==> config.mk <==
export PLATFORM = sky130hd
export DESIGN_NAME = pwm_duty_ctrl
export DESIGN_NICKNAME = d
export VERILOG_FILES = /design/src/rtl/pwm_pkg.sv /design/src/rtl/pwm_btn_debounce.sv /design/src/rtl/pwm_duty_ctrl.sv
export SDC_FILE = /design/constraint.sdc
export NUM_CORES = 1
export LEC_CHECK = 0
export ABC_AREA = 1
export CAP_MARGIN = 20
export CORE_MARGIN = 1.5
export CORE_UTILIZATION = 35
export DETAILED_ROUTE_END_ITERATION = 10
export PLACE_DENSITY = 0.6
export SLEW_MARGIN = 5
export SYNTH_ARGS = -nofsm -noshare
export SYNTH_HDL_FRONTEND = slang
export SYNTH_HIERARCHICAL = 1
export SYNTH_SLANG_ARGS = --single-unit
==> constraint.sdc <==
create_clock -name clk -period 3.05 [get_ports clk]
set_clock_uncertainty 0.2 [all_clocks]
set_input_delay 0.61 -clock clk [delete_from_list [all_inputs] [get_ports clk]]
set_output_delay 0.61 -clock clk [all_outputs]
set_load 0.1 [all_outputs]
==> src/rtl/pwm_pkg.sv <==
// Shared types and constants for the PWM duty-step controller.
package pwm_pkg;
  localparam int STEP_W        = 4;
  localparam int HOLD_CYCLES   = 64;
  localparam int REPEAT_CYCLES = 16;

  typedef enum logic [1:0] {
    ST_NONE,
    ST_PEND_INC,
    ST_PEND_DEC
  } req_state_t;
endpackage

==> src/rtl/pwm_btn_debounce.sv <==
// Button conditioner: 2-flop sync, level debouncer, one-cycle press pulse on debounced rise.
// With PWM_DUTY_CTRL_AUTOREPEAT_EN, a held button also emits repeat pulses.
module pwm_btn_debounce
  import pwm_pkg::*;
#(
  parameter int DEBOUNCE_CYCLES = 4
) (
  input  logic clk,
  input  logic rst_n,
  input  logic btn,
  output logic press
);
  localparam int CNT_W = (DEBOUNCE_CYCLES > 1) ? $clog2(DEBOUNCE_CYCLES) : 1;
  localparam logic [CNT_W-1:0] CNT_LAST = CNT_W'(DEBOUNCE_CYCLES - 1);

  logic             sync1;
  logic             sync2;
  logic             level;
  logic             level_q;
  logic [CNT_W-1:0] cnt;

  // The counter only runs while the synchronized input disagrees with the accepted level.
  always_ff @(posedge clk or negedge rst_n) begin
    if (!rst_n) begin
      sync1   <= 1'b0;
      sync2   <= 1'b0;
      level   <= 1'b0;
      level_q <= 1'b0;
      cnt     <= '0;
    end else begin
      sync1   <= btn;
      sync2   <= sync1;
      level_q <= level;
      if (sync2 == level) begin
        cnt <= '0;
      end else if (cnt == CNT_LAST) begin
        level <= sync2;
        cnt   <= '0;
      end else begin
        cnt <= cnt + 1'b1;
      end
    end
  end

  logic press_edge;
  assign press_edge = level & ~level_q;

`ifdef PWM_DUTY_CTRL_AUTOREPEAT_EN
  localparam int RPT_W = $clog2(HOLD_CYCLES + 1);
  localparam logic [RPT_W-1:0] RPT_LAST   = RPT_W'(HOLD_CYCLES - 1);
  localparam logic [RPT_W-1:0] RPT_RELOAD = RPT_W'(HOLD_CYCLES - REPEAT_CYCLES);

  logic [RPT_W-1:0] rpt_cnt;
  logic             rpt_fire;

  // After the first hold interval the counter reloads so later repeats come every REPEAT_CYCLES.
  always_ff @(posedge clk or negedge rst_n) begin
    if (!rst_n) begin
      rpt_cnt <= '0;
    end else if (!level) begin
      rpt_cnt <= '0;
    end else if (rpt_cnt == RPT_LAST) begin
      rpt_cnt <= RPT_RELOAD;
    end else begin
      rpt_cnt <= rpt_cnt + 1'b1;
    end
  end

  assign rpt_fire = level && (rpt_cnt == RPT_LAST);
  assign press    = press_edge | rpt_fire;
`else
  assign press = press_edge;
`endif
endmodule

==> src/rtl/pwm_duty_ctrl.sv <==
// Duty-step controller: debounced inc/dec requests are held pending and committed on period_end.
// Optional auto-repeat of held buttons via PWM_DUTY_CTRL_AUTOREPEAT_EN.
module pwm_duty_ctrl
  import pwm_pkg::*;
#(
  parameter int DEBOUNCE_CYCLES = 4,
  parameter int DUTY_RESET      = 5,
  parameter int MAX_STEP        = 10
) (
  input  logic              clk,
  input  logic              rst_n,
  input  logic              ena,
  input  logic              ui_increase_duty,
  input  logic              ui_decrease_duty,
  input  logic              period_end,
  output logic [STEP_W-1:0] duty_step,
  output logic              duty_update,
  output logic              at_max,
  output logic              at_min
);
  localparam logic [STEP_W-1:0] STEP_MAX = STEP_W'(MAX_STEP);
  localparam logic [STEP_W-1:0] STEP_RST = STEP_W'(DUTY_RESET);

  logic inc_press;
  logic dec_press;

  pwm_btn_debounce #(.DEBOUNCE_CYCLES(DEBOUNCE_CYCLES)) u_inc_btn (
    .clk   (clk),
    .rst_n (rst_n),
    .btn   (ui_increase_duty),
    .press (inc_press)
  );

  pwm_btn_debounce #(.DEBOUNCE_CYCLES(DEBOUNCE_CYCLES)) u_dec_btn (
    .clk   (clk),
    .rst_n (rst_n),
    .btn   (ui_decrease_duty),
    .press (dec_press)
  );

  req_state_t state;
  req_state_t state_nxt;
  logic       do_inc;
  logic       do_dec;
  logic       inc_only;
  logic       dec_only;

  assign at_max   = (duty_step == STEP_MAX);
  assign at_min   = (duty_step == '0);
  assign inc_only = inc_press & ~dec_press;
  assign dec_only = dec_press & ~inc_press;

  always_ff @(posedge clk or negedge rst_n) begin
    if (!rst_n) begin
      state <= ST_NONE;
    end else begin
      state <= state_nxt;
    end
  end

  // On period_end the pending request is resolved first; a same-cycle event pends for the next period.
  always_comb begin
    state_nxt = state;
    do_inc    = 1'b0;
    do_dec    = 1'b0;
    if (!ena) begin
      state_nxt = ST_NONE;
    end else if (period_end) begin
      do_inc = (state == ST_PEND_INC) && !at_max;
      do_dec = (state == ST_PEND_DEC) && !at_min;
      if (inc_only) begin
        state_nxt = ST_PEND_INC;
      end else if (dec_only) begin
        state_nxt = ST_PEND_DEC;
      end else begin
        state_nxt = ST_NONE;
      end
    end else begin
      case (state)
        ST_NONE: begin
          if (inc_only) begin
            state_nxt = ST_PEND_INC;
          end else if (dec_only) begin
            state_nxt = ST_PEND_DEC;
          end
        end
        ST_PEND_INC: if (dec_only) state_nxt = ST_NONE;
        ST_PEND_DEC: if (inc_only) state_nxt = ST_NONE;
        default:     state_nxt = ST_NONE;
      endcase
    end
  end

  always_ff @(posedge clk or negedge rst_n) begin
    if (!rst_n) begin
      duty_step   <= STEP_RST;
      duty_update <= 1'b0;
    end else begin
      duty_update <= do_inc | do_dec;
      if (do_inc) begin
        duty_step <= duty_step + 1'b1;
      end else if (do_dec) begin
        duty_step <= duty_step - 1'b1;
      end
    end
  end
endmodule

==> results.txt <==
Of all nets on the critical path, the largest fanout is 5. The last weighted congestion value of the routability-driven placer is 0.7619. The measured slew at the worst slew-check pin came out at 856.2 ps.

The placed instance area came out at 0.001117 mm². The region available for standard cell placement spans 0.002567 mm². The number of filler instances in the final layout is 267. Once the floorplan was initialized, standard cells occupied 38.06% of the core. Once the clock tree was built, the resizer swapped 0 gates to a different size. The worst register-to-register path begins at duty_step[0]$_DFFE_PN1P_.

In this run the vertical extent of the chip is 55.84 µm. The count of endpoints failing hold in the final timing report came to 0. The post-synthesis area per instance came out at 8.212 µm². The final routed DRC violation total is 0. TritonCTS built the clock tree. Row generation in the floorplan step produced 18 rows. The post-synthesis to final-layout area growth is 17.16%.

The final cycle utilization of the critical path is 74.51%. The clock net in this run drives a total of 19 sinks. The highest attainable clock frequency is 440.1 MHz. The kind of path behind the tightest hold check is reg -> reg. The synthesized netlist cell count is 119.

The number of distinct library cells after synthesis is 18. The floorplan step set the die width to 55.84 µm. The number of storage elements in the synthesis netlist is 19.

Counting the buffers created by CTS gives 3. The critical path is of the in -> reg type. The worst setup path startpoint is period_end. The overall via count from detail_route is 761.

The max-cap check violation count is 0. The count of placed standard cells including taps is 161. The met2 global-route usage came out at 17.01%. Counting I/O delays and the setup requirement, the final critical path takes 2272 ps. The clock passes through at most 2 buffers.

The clock-pin transition on the worst setup and hold timing paths is 110 ps. The reg-to-reg setup timing slack is 1030 ps. In this run the worst setup path terminates at duty_step[3]$_DFFE_PN0P_. The routing usage on met3 is 1.395%. The max-slew violation total from the final report is 0. The count of cells in the finished layout, fillers not included, comes to 165. After the first detailed-routing iteration, the DRC count stood at 23. The per-cell routed wire length is 9.315 µm.

The floorplan step defined a die boundary enclosing 0.003118 mm². The global routing usage summed across all routing layers is 11.84%. Setup repair after global routing left no endpoint under its margin. The insertion delay to the later sink of the worst-skew pair came out at 290 ps. The cell area after layout is 0.001145 mm². The setup TNS is 0 ps.

The first TritonRoute pass finished after 5 iterations. The antenna violation net count after detailed routing is 0. The first global-routing pass estimated 2980 µm of wire.

The number of hold buffers added after CTS was 0. The worst setup path is captured at a flop. The number of inserted diodes is 0. The worst setup path is launched from an input pin.

For this run, the register share of the synthesized area comes to 48.91%. After global routing the overflow that remains totals 0. The peak-usage layer in the global routing report is met1. The detailed-route wire length is 1537 µm. Measured against its own limit, the worst slew margin works out to 42.74%. The total I/O pin count came out at 13.

The total nets after synthesis came out at 133. The maximum level of the CTS H-tree came out at 1. Data on the critical path arrives at its endpoint at 2270 ps. The met1 layer usage reported by global route came out at 17.60%.

The vias per cell is 4.612. The number of cells on the worst reg-to-reg path came out at 10. The setup violation total in the final timing report came out at 0. The required arrival time at the worst endpoint came out at 3050 ps.

The detailed placement HPWL came out at 1209 µm. The combined area of all synthesized cells is 977.2 µm². The total of buffers placed on input and output ports came out at 12. The run finished with clean final reports. The core occupancy in the finished layout came out at 44.59%.

The net count of the finished layout is 150. The share of cells above drive strength 1 came out at 14.81%. The total of warnings raised by yosys is 6. The endpoint identified for the worst register-to-register timing path is duty_step[3]$_DFFE_PN0P_. The number of global-route vias before repair is 727. The initial antenna violation count was 0. Clock tree synthesis selected as its root buffer the cell sky130_fd_sc_hd__clkbuf_4. The total setup buffers inserted after CTS came out at 0. Entering global routing, the biggest net connects 20 pins.
## registers in the layout, summed over array words and instances (netlist names)
signal,cells
u_dec_btn/level_q,1
u_inc_btn/cnt,2
duty_step,4
u_inc_btn/level,1
u_inc_btn/sync1,1
u_inc_btn/sync2,1
duty_update,1
u_inc_btn/level_q,1
u_dec_btn/level,1
u_dec_btn/cnt,2
state,2
u_dec_btn/sync1,1
u_dec_btn/sync2,1
## worst min-delay path by stage
stage / startpoint / to / cells after the start / slack (ps)
finish: u_inc_btn/sync1$_DFF_PN0_ / u_inc_btn/sync2$_DFF_PN0_ / 0 / 160
global route: u_inc_btn/sync1$_DFF_PN0_ / u_inc_btn/sync2$_DFF_PN0_ / 0 / 180
CTS: u_inc_btn/sync1$_DFF_PN0_ / u_inc_btn/sync2$_DFF_PN0_ / 0 / 160
detailed placement: u_inc_btn/sync1$_DFF_PN0_ / u_inc_btn/sync2$_DFF_PN0_ / 0 / 130
global placement: u_inc_btn/sync1$_DFF_PN0_ / u_inc_btn/sync2$_DFF_PN0_ / 0 / 130
floorplan: rst_n / duty_step[1]$_DFFE_PN0P_ / 0 / 110
## final cells by class
class	instances	area, µm²	area share, %
timing repair buffer	12	102.6	8.962
multi-input combinational	80	421.7	36.83
inverter	20	77.57	6.776
sequential	19	478.0	41.75
clock inverter	1	5.005	0.4372
tap	30	37.54	3.279
clock buffer	3	22.52	1.967
## layer usage
metal,up-vias,share of wire [%]
met1,353,52
met2,17,45
met4,0,0.59
met5,-,0
met3,2,3.1
li1,389,-
## synthesized netlist by cell type
cell type	n	area share, %
sky130_fd_sc_hd__a21oi_1	1	0.51
sky130_fd_sc_hd__inv_1	17	6.5
sky130_fd_sc_hd__nand2_2	2	1.3
sky130_fd_sc_hd__nor2_1	14	5.4
sky130_fd_sc_hd__nand2_4	1	1.2
sky130_fd_sc_hd__dfstp_2	2	5.4
sky130_fd_sc_hd__o21ai_0	4	2.0
sky130_fd_sc_hd__xor2_1	1	0.90
sky130_fd_sc_hd__dfrtp_1	17	44
sky130_fd_sc_hd__ha_1	7	9.0
sky130_fd_sc_hd__nand3b_1	1	0.77
sky130_fd_sc_hd__nand2_1	38	15
sky130_fd_sc_hd__nor2_2	1	0.64
sky130_fd_sc_hd__or2_0	2	1.3
sky130_fd_sc_hd__inv_2	2	0.77
sky130_fd_sc_hd__inv_4	1	0.64
sky130_fd_sc_hd__nand3_1	7	3.6
sky130_fd_sc_hd__fa_1	1	2.0
## worst max-delay path, stage by stage
cell and delay (ps):
sky130_fd_sc_hd__clkdlybuf4s50_1 520, sky130_fd_sc_hd__nand2_1 100, sky130_fd_sc_hd__nor2_2 120, sky130_fd_sc_hd__nand2_2 120
sky130_fd_sc_hd__ha_1 350, sky130_fd_sc_hd__nand2_1 100, sky130_fd_sc_hd__nand2_1 60, sky130_fd_sc_hd__nor2_1 100
sky130_fd_sc_hd__nand2_1 70, sky130_fd_sc_hd__nand3_1 80, sky130_fd_sc_hd__nand2_1 50
## cell families (layout without fill, tap and decap cells)
| logic type | Yosys count | in the layout | share of synthesized area, % |
|---|---|---|---|
| XOR/XNOR | 1 | 1 | 0.8965 |
| adder cells (fa/ha/maj) | 8 | 8 | 11.01 |
| AO/OA/AOI/OAI | 5 | 5 | 2.560 |
| flip-flops | 19 | 19 | 48.91 |
| buffers and inverters | 20 | 36 | 7.939 |
| AND/OR/NAND/NOR | 66 | 66 | 28.68 |
## per-stage QoR
| stage | setup WS [ps] | hold slack, ps |
|---|---|---|
| final | 777.5 | 155.9 |
| after global routing | 527.8 | 177.7 |
| after CTS | 788.9 | 158.2 |
| after detailed placement | 468.7 | 134.7 |
| after global placement | 523.9 | 134.1 |
| after floorplan | 416.7 | 114.4 |
## layout by cell type, fill, tap and decap left out, types with 2 or more instances in the layout
cell type,synthesis,layout
sky130_fd_sc_hd__or2_0,2,2
sky130_fd_sc_hd__dfstp_2,2,2
sky130_fd_sc_hd__nand3_1,7,7
sky130_fd_sc_hd__clkdlybuf4s50_1,0,5
sky130_fd_sc_hd__inv_1,17,17
sky130_fd_sc_hd__o21ai_0,4,4
sky130_fd_sc_hd__buf_4,0,7
sky130_fd_sc_hd__nor2_1,14,14
sky130_fd_sc_hd__dfrtp_1,17,17
sky130_fd_sc_hd__clkbuf_4,0,3
sky130_fd_sc_hd__nand2_1,38,38
sky130_fd_sc_hd__nand2_2,2,2
sky130_fd_sc_hd__inv_2,2,2
sky130_fd_sc_hd__ha_1,7,7
Power is left out: the tool's default activity adds up to more than one toggle a clock period on the data nets, which glitch-free logic cannot reach.
